===== src/rtl/serv_alu_core_pkg.sv =====
// Shared constants for the bit-serial ALU: opcode codes, cycle-vector bit
// positions and the operand width.
package serv_alu_core_pkg;

   localparam int XLEN = 32;

   localparam logic [4:0] OP_NOP = 5'b00000;
   localparam logic [4:0] OP_ADD = 5'b00101;
   localparam logic [4:0] OP_SUB = 5'b01010;
   localparam logic [4:0] OP_XOR = 5'b00100;
   localparam logic [4:0] OP_AND = 5'b00010;
   localparam logic [4:0] OP_OR  = 5'b00001;
   localparam logic [4:0] OP_LT  = 5'b10000;
   localparam logic [4:0] OP_EQ  = 5'b01000;

   localparam int CYC_FIRST = 5;
   localparam int CYC_LAST  = 6;
   localparam int CYC_RUN   = 7;

   // Unknown codes collapse to NOP so the datapath only ever sees legal ops.
   function automatic logic [4:0] decode_op(input logic [4:0] code);
      case (code)
         OP_ADD, OP_SUB, OP_XOR, OP_AND, OP_OR, OP_LT, OP_EQ: return code;
         default: return OP_NOP;
      endcase
   endfunction

endpackage


===== src/rtl/serv_alu_core_cycler.sv =====
// Free-running 32-step cycle generator: bit index plus first/last/running flags.
// The cycle after reset release is a startup step; index 0 follows it.
module serv_alu_core_cycler
   import serv_alu_core_pkg::*;
(
   input  logic       clk,
   input  logic       reset,
   output logic [7:0] cycle
);

   logic [4:0] nxt;

   always_comb begin
      nxt = cycle[CYC_RUN] ? cycle[4:0] + 5'd1 : 5'd0;
   end

   always_ff @(posedge clk or posedge reset) begin
      if (reset) begin
         cycle <= 8'd0;
      end else begin
         cycle[4:0]       <= nxt;
         cycle[CYC_FIRST] <= (nxt == 5'd0);
         cycle[CYC_LAST]  <= (nxt == 5'd31);
         cycle[CYC_RUN]   <= 1'b1;
      end
   end

endmodule


===== src/rtl/serv_alu_core.sv =====
// Bit-serial 32-bit ALU: one operand bit pair in, one result bit out per clock,
// with op latching at index 0 and a deserializer producing the full word.
module serv_alu_core
   import serv_alu_core_pkg::*;
(
   input  logic            clk,
   input  logic            reset,
   input  logic            A,
   input  logic            B,
   input  logic [5:0]      inst,
   output logic            o_valid,
   output logic            o_rd,
   output logic            o_cmp,
   output logic [XLEN-1:0] result,
   output logic            result_valid,
   output logic [7:0]      cycle
);

   logic            run, first, last, valid;
   logic [4:0]      op, op_q;
   logic            sgn, sgn_q;
   logic            carry, eq_q;
   logic            b_eff, cin, sum, cout, eq_nxt, lt_bit, sub_mode;
   logic [XLEN-1:0] shreg;

   serv_alu_core_cycler u_cycler (
      .clk   (clk),
      .reset (reset),
      .cycle (cycle)
   );

   assign run   = cycle[CYC_RUN];
   assign first = run & cycle[CYC_FIRST];
   assign last  = run & cycle[CYC_LAST];

   // Index 0 sees inst directly so the op takes effect without a cycle of delay.
   always_comb begin
      op  = op_q;
      sgn = sgn_q;
      if (first) begin
         op  = decode_op(inst[4:0]);
         sgn = inst[5];
      end
   end

   assign valid   = run & (op != OP_NOP);
   assign o_valid = valid;

   always_comb begin
      sub_mode = (op == OP_SUB) || (op == OP_LT);
      b_eff    = sub_mode ? ~B : B;
      cin      = first ? sub_mode : carry;
      sum      = A ^ b_eff ^ cin;
      cout     = (A & b_eff) | (cin & (A ^ b_eff));
      eq_nxt   = (first ? 1'b1 : eq_q) & ~(A ^ B);
      // Signed compare only consults the borrow when the sign bits agree.
      lt_bit   = (sgn && (A != B)) ? A : ~cout;
      o_rd     = 1'b0;
      if (valid) begin
         case (op)
            OP_ADD, OP_SUB: o_rd = sum;
            OP_XOR:         o_rd = A ^ B;
            OP_AND:         o_rd = A & B;
            OP_OR:          o_rd = A | B;
            default:        o_rd = 1'b0;
         endcase
      end
   end

   always_ff @(posedge clk or posedge reset) begin
      if (reset) begin
         op_q         <= OP_NOP;
         sgn_q        <= 1'b0;
         carry        <= 1'b0;
         eq_q         <= 1'b1;
         shreg        <= '0;
         result       <= '0;
         result_valid <= 1'b0;
         o_cmp        <= 1'b0;
      end else begin
         result_valid <= 1'b0;
         if (first) begin
            op_q  <= op;
            sgn_q <= sgn;
         end
         if (valid) begin
            carry <= cout;
            eq_q  <= eq_nxt;
            shreg <= {o_rd, shreg[XLEN-1:1]};
            if (last) begin
               result       <= {o_rd, shreg[XLEN-1:1]};
               result_valid <= 1'b1;
               o_cmp        <= (op == OP_EQ) ? eq_nxt :
                               (op == OP_LT) ? lt_bit : 1'b0;
            end
         end
      end
   end

endmodule


===== config.mk =====
export PLATFORM = sky130hd
export DESIGN_NAME = serv_alu_core
export DESIGN_NICKNAME = d
export VERILOG_FILES = /design/src/rtl/serv_alu_core_pkg.sv /design/src/rtl/serv_alu_core_cycler.sv /design/src/rtl/serv_alu_core.sv
export SDC_FILE = /design/constraint.sdc
export NUM_CORES = 1
export LEC_CHECK = 0
export BUFFER_PORTS_ARGS = -buffer_cell sky130_fd_sc_hd__buf_2
export CAP_MARGIN = 20
export CORE_ASPECT_RATIO = 0.6
export CORE_UTILIZATION = 57
export DETAILED_ROUTE_END_ITERATION = 7
export GPL_TIMING_DRIVEN = 0
export PLACE_DENSITY = 0.9
export SLEW_MARGIN = 20
export SYNTH_ARGS = -nofsm -noshare
export SYNTH_HDL_FRONTEND = slang
export SYNTH_SLANG_ARGS = --single-unit

===== constraint.sdc =====
create_clock -name clk -period 4.5 [get_ports clk]
set_input_delay 0.9 -clock clk [delete_from_list [all_inputs] [get_ports clk]]
set_output_delay 0.9 -clock clk [all_outputs]
set_load 0.03 [all_outputs]

==> summary.txt <==
Run
  • Max capacitance violation total: 0

STA
  • Worst Max-Slew Pin Slew: ~0.54 ns
  • Final setup viols: 0
  • Fmax: 223.8 MHz
  • Period utilisation layout: 0.9931
  • Fin crit period: roughly 4.5 ns
  • Pins Over Slew Limit: 0
  • Unrepaired setup endpoints after global routing: true
  • Max-Slew Margin vs Limit: 0.6366
  • Setup Skew: between 0.01 and 0.015 ns
  • Hold Vio Cnt, Final: 0

Final layout
  • Nets: 337
  • Reg area: 2028 µm²
  • Layout cells sized above 1: 0.5152
  • Area Growth Syn to Fin: 19.89%
  • Multi-input gate area: 1603 µm²
  • Final std cells w/o fill: approximately 410
  • Design area: 4389 µm²
  • # diodes: 0
  • Fill cell count: 415
  • Fin util: 0.7119

Global route
  • All-layer global routing usage: 0.2255
  • Vias in the first global route: 2,282
  • Global-route wire length before repair: around 11,000 µm
  • Initial antenna violation count: 0
  • Largest net degree at the start of global routing: 44
  • Global route overflow: 0

Critical path
  • Critical Path RT: 3.60 ns
  • CP max FO: 9
  • RR Endpoint: result[31]$_DFFE_PP0P_
  • Reg2reg start: u_cycler.cycle[7]$_DFF_PP0_
  • CP Capture Type: output port
  • Setup crit end: o_rd
  • CP Launch Type: input pin
  • CP startpoint: inst[4]
  • Reg-to-reg slack, setup: 1.18 ns
  • R2R depth: 13
  • Arrival time worst endpoint: 3.57 ns
  • Crit Path Category: in -> out

Place
  • Detailed placement HPWL: ~4700 µm
  • Port bufs: 52
  • Placed cell count: slightly below 400
  • Routability cong.: 0.9149
  • Post-DP Area: 4054 µm²

Clock network
  • Worst-path clk slew: 0.08 ns
  • CTS Sinks: a little over 80
  • Worst skew pair latency: 0.35 ns
  • TritonCTS clock tree: built
  • TritonCTS Buffers: 9
  • CTS root buffer: clkbuf_8
  • Clk buf depth: 2
  • CTS HTree Levels: 3

Min path
  • Tightest Hold Check Type: reg -> reg

Synthesis
  • Synth unique cells: 43
  • Register bit total from synthesis: approximately 80
  • Sequential area share after synthesis: 0.5540
  • Syn Std Cell Area: 3661 µm²
  • Post-Syn Instances: ~260
  • Synth Net Count: 270
  • Syn avg cell area: 14.30 µm²
  • Synth warn: 0

Floorplanning
  • Initial core utilization: 0.5937
  • Core area: between 6000 and 7000 µm²
  • Total die area: 6758 µm²
  • Die width: 105.5 µm
  • Boundary pin count: 54
  • Row cnt: 22
  • Vert. Die Dim: 64.08 µm

Detailed routing
  • Post-route ant nets: 0
  • Vias: around 2,300
  • Wirelength per Cell: 16.98 µm
  • DRT Pass-1 Iters: 4
  • Routed vias/inst: 5.580
  • DRC violations left: 0
  • DRT Wirelength: about 7000 µm
  • DR iter-0 viols: about 150

Pwr
  • Pleak: 2.390 nW
  • Pwr Density: 363.4 nW/µm²
  • Tot Pwr: 0.001595 W
  • Worst VDD drop: 0.2265 mV

Outcome
  • Status: completed
## synthesized netlist by cell type
library cell  number  share of area
dfrtp_1           80           0.55
mux2_4            39           0.16
mux2_2            28          0.086
nand2_1           13          0.013
inv_1             12          0.012
nor2_1            11          0.011
buf_6              6          0.018
a21oi_1            5         0.0068
nor3_1             4         0.0055
o31ai_1            4         0.0082
xor2_1             4         0.0096
ha_1               3          0.010
nand3_1            3         0.0041
nor4_1             3         0.0051
nor4b_1            3         0.0072
a21boi_0           2         0.0041
a22oi_1            2         0.0041
a31oi_1            2         0.0034
and3_1             2         0.0034
buf_2              2         0.0027
clkbuf_1           2         0.0021
nand2b_1           2         0.0034
o211ai_4           2          0.012
o21ai_0            2         0.0027
o21bai_1           2         0.0041
a211o_1            1         0.0024
a211oi_1           1         0.0021
a311oi_1           1         0.0024
a31o_2             1         0.0024
a32oi_4            1         0.0075
and2_1             1         0.0017
and4_1             1         0.0024
conb_1             1         0.0010
dfstp_2            1         0.0072
fa_1               1         0.0055
nand3b_1           1         0.0021
nor3b_1            1         0.0021
nor4bb_1           1         0.0027
o22a_1             1         0.0024
o32ai_1            1         0.0024
or3_1              1         0.0017
or4_4              1         0.0031
xnor2_1            1         0.0024
## metal layers
layer  wire length, µm  share of wire  track usage  vias to the layer above
met5                 0              0            0                        -
met4                90          0.013      0.06514                        0
met3               485          0.069      0.07653                       14
met2              3081           0.44       0.3281                       85
met1              3340           0.48       0.3217                     1148
li1                  -              -            -                     1052
## placed cells by master, fill, tap and decap left out, drive strengths merged, types with 3 or more instances in the layout
| cell | netlist | final |
|---|---|---|
| nor4b | 3 | 3 |
| nand3 | 3 | 3 |
| dfrtp | 80 | 80 |
| inv | 12 | 14 |
| nor2 | 11 | 11 |
| clkinv | 0 | 3 |
| mux2 | 67 | 67 |
| o31ai | 4 | 4 |
| nand2 | 13 | 13 |
| buf | 8 | 63 |
| nor4 | 3 | 3 |
| nor3 | 4 | 4 |
| ha | 3 | 3 |
| xor2 | 4 | 4 |
| clkbuf | 2 | 12 |
| a21oi | 5 | 5 |
## kinds of logic after synthesis
family | count (synthesis) | synth area share
flip-flops | 81 | 0.5540
multiplexers | 67 | 0.2461
AND/OR/NAND/NOR | 48 | 0.06904
AO/OA/AOI/OAI | 28 | 0.06664
buffers and inverters | 22 | 0.03554
XOR/XNOR | 5 | 0.01196
adder cells (fa/ha/maj) | 4 | 0.01572
other | 1 | 0.001024
## stage by stage
step	hold WS [ns]	worst slack (ns)	TNS, ns
after global placement	0.4617	-0.2825	-0.2825
after CTS	0.4846	0.004959	0
final	0.4784	0.03105	0
after floorplan	0.4468	0.01065	0
after detailed placement	0.4647	-0.2950	-0.2950
after global routing	0.5071	-0.08835	-0.08835
## final cells by class
| cell class | instances | share of cell area |
|---|---|---|
| multi-input combinational | 153 | 0.3652 |
| clock buffer | 9 | 0.02822 |
| inverter | 12 | 0.01083 |
| clock inverter | 7 | 0.01226 |
| timing repair buffer | 56 | 0.07440 |
| tap | 84 | 0.02395 |
| sequential | 81 | 0.4621 |
| buffer | 10 | 0.02309 |
## worst max-delay path: stages
cell,delay [ns]
clkbuf_4,0.19
and3_2,0.25
a22oi_2,0.08
or3_4,0.41
a21oi_4,0.18
xnor2_2,0.08
fa_1,0.56
nor4bb_2,0.06
a21oi_1,0.12
o21ai_1,0.10
a211o_1,0.27
nor3_2,0.18
buf_4,0.19
## power by group
| part | switching (W) | leakage [nW] | internal, W |
|---|---|---|---|
| Combinational | 0.000138 | 1.19 | 0.000133 |
| Sequential | 0.0000532 | 1.11 | 0.000794 |
| Clock | 0.000272 | 0.0875 | 0.000205 |
## repair_timing
item                                    4_1_cts  5_1_grt
pin swaps                                     6        9
hold buffers                                  0        0
resized for setup                            16       21
endpoints found under the setup margin        1        1
endpoints found under the hold margin         0        0
buffers inserted                              2        1
## registers in the layout, summed over array words and instances (netlist names), 5 cells and up
name	cells
op_q	5
result	32
shreg	31
u_cycler.cycle	8
## how the worst min path moves through the flow
stage | start | end | slack (ns) | cells after the start
6_report | sgn_q$_DFFE_PP0P_ | sgn_q$_DFFE_PP0P_ | 0.48 | 2
5_1_grt | sgn_q$_DFFE_PP0P_ | sgn_q$_DFFE_PP0P_ | 0.51 | 2
4_1_cts | sgn_q$_DFFE_PP0P_ | sgn_q$_DFFE_PP0P_ | 0.48 | 2
3_5_place_dp | sgn_q$_DFFE_PP0P_ | sgn_q$_DFFE_PP0P_ | 0.46 | 2
3_3_place_gp | sgn_q$_DFFE_PP0P_ | sgn_q$_DFFE_PP0P_ | 0.46 | 2
2_1_floorplan | sgn_q$_DFFE_PP0P_ | sgn_q$_DFFE_PP0P_ | 0.45 | 2
(Power assumes the default switching activity.)
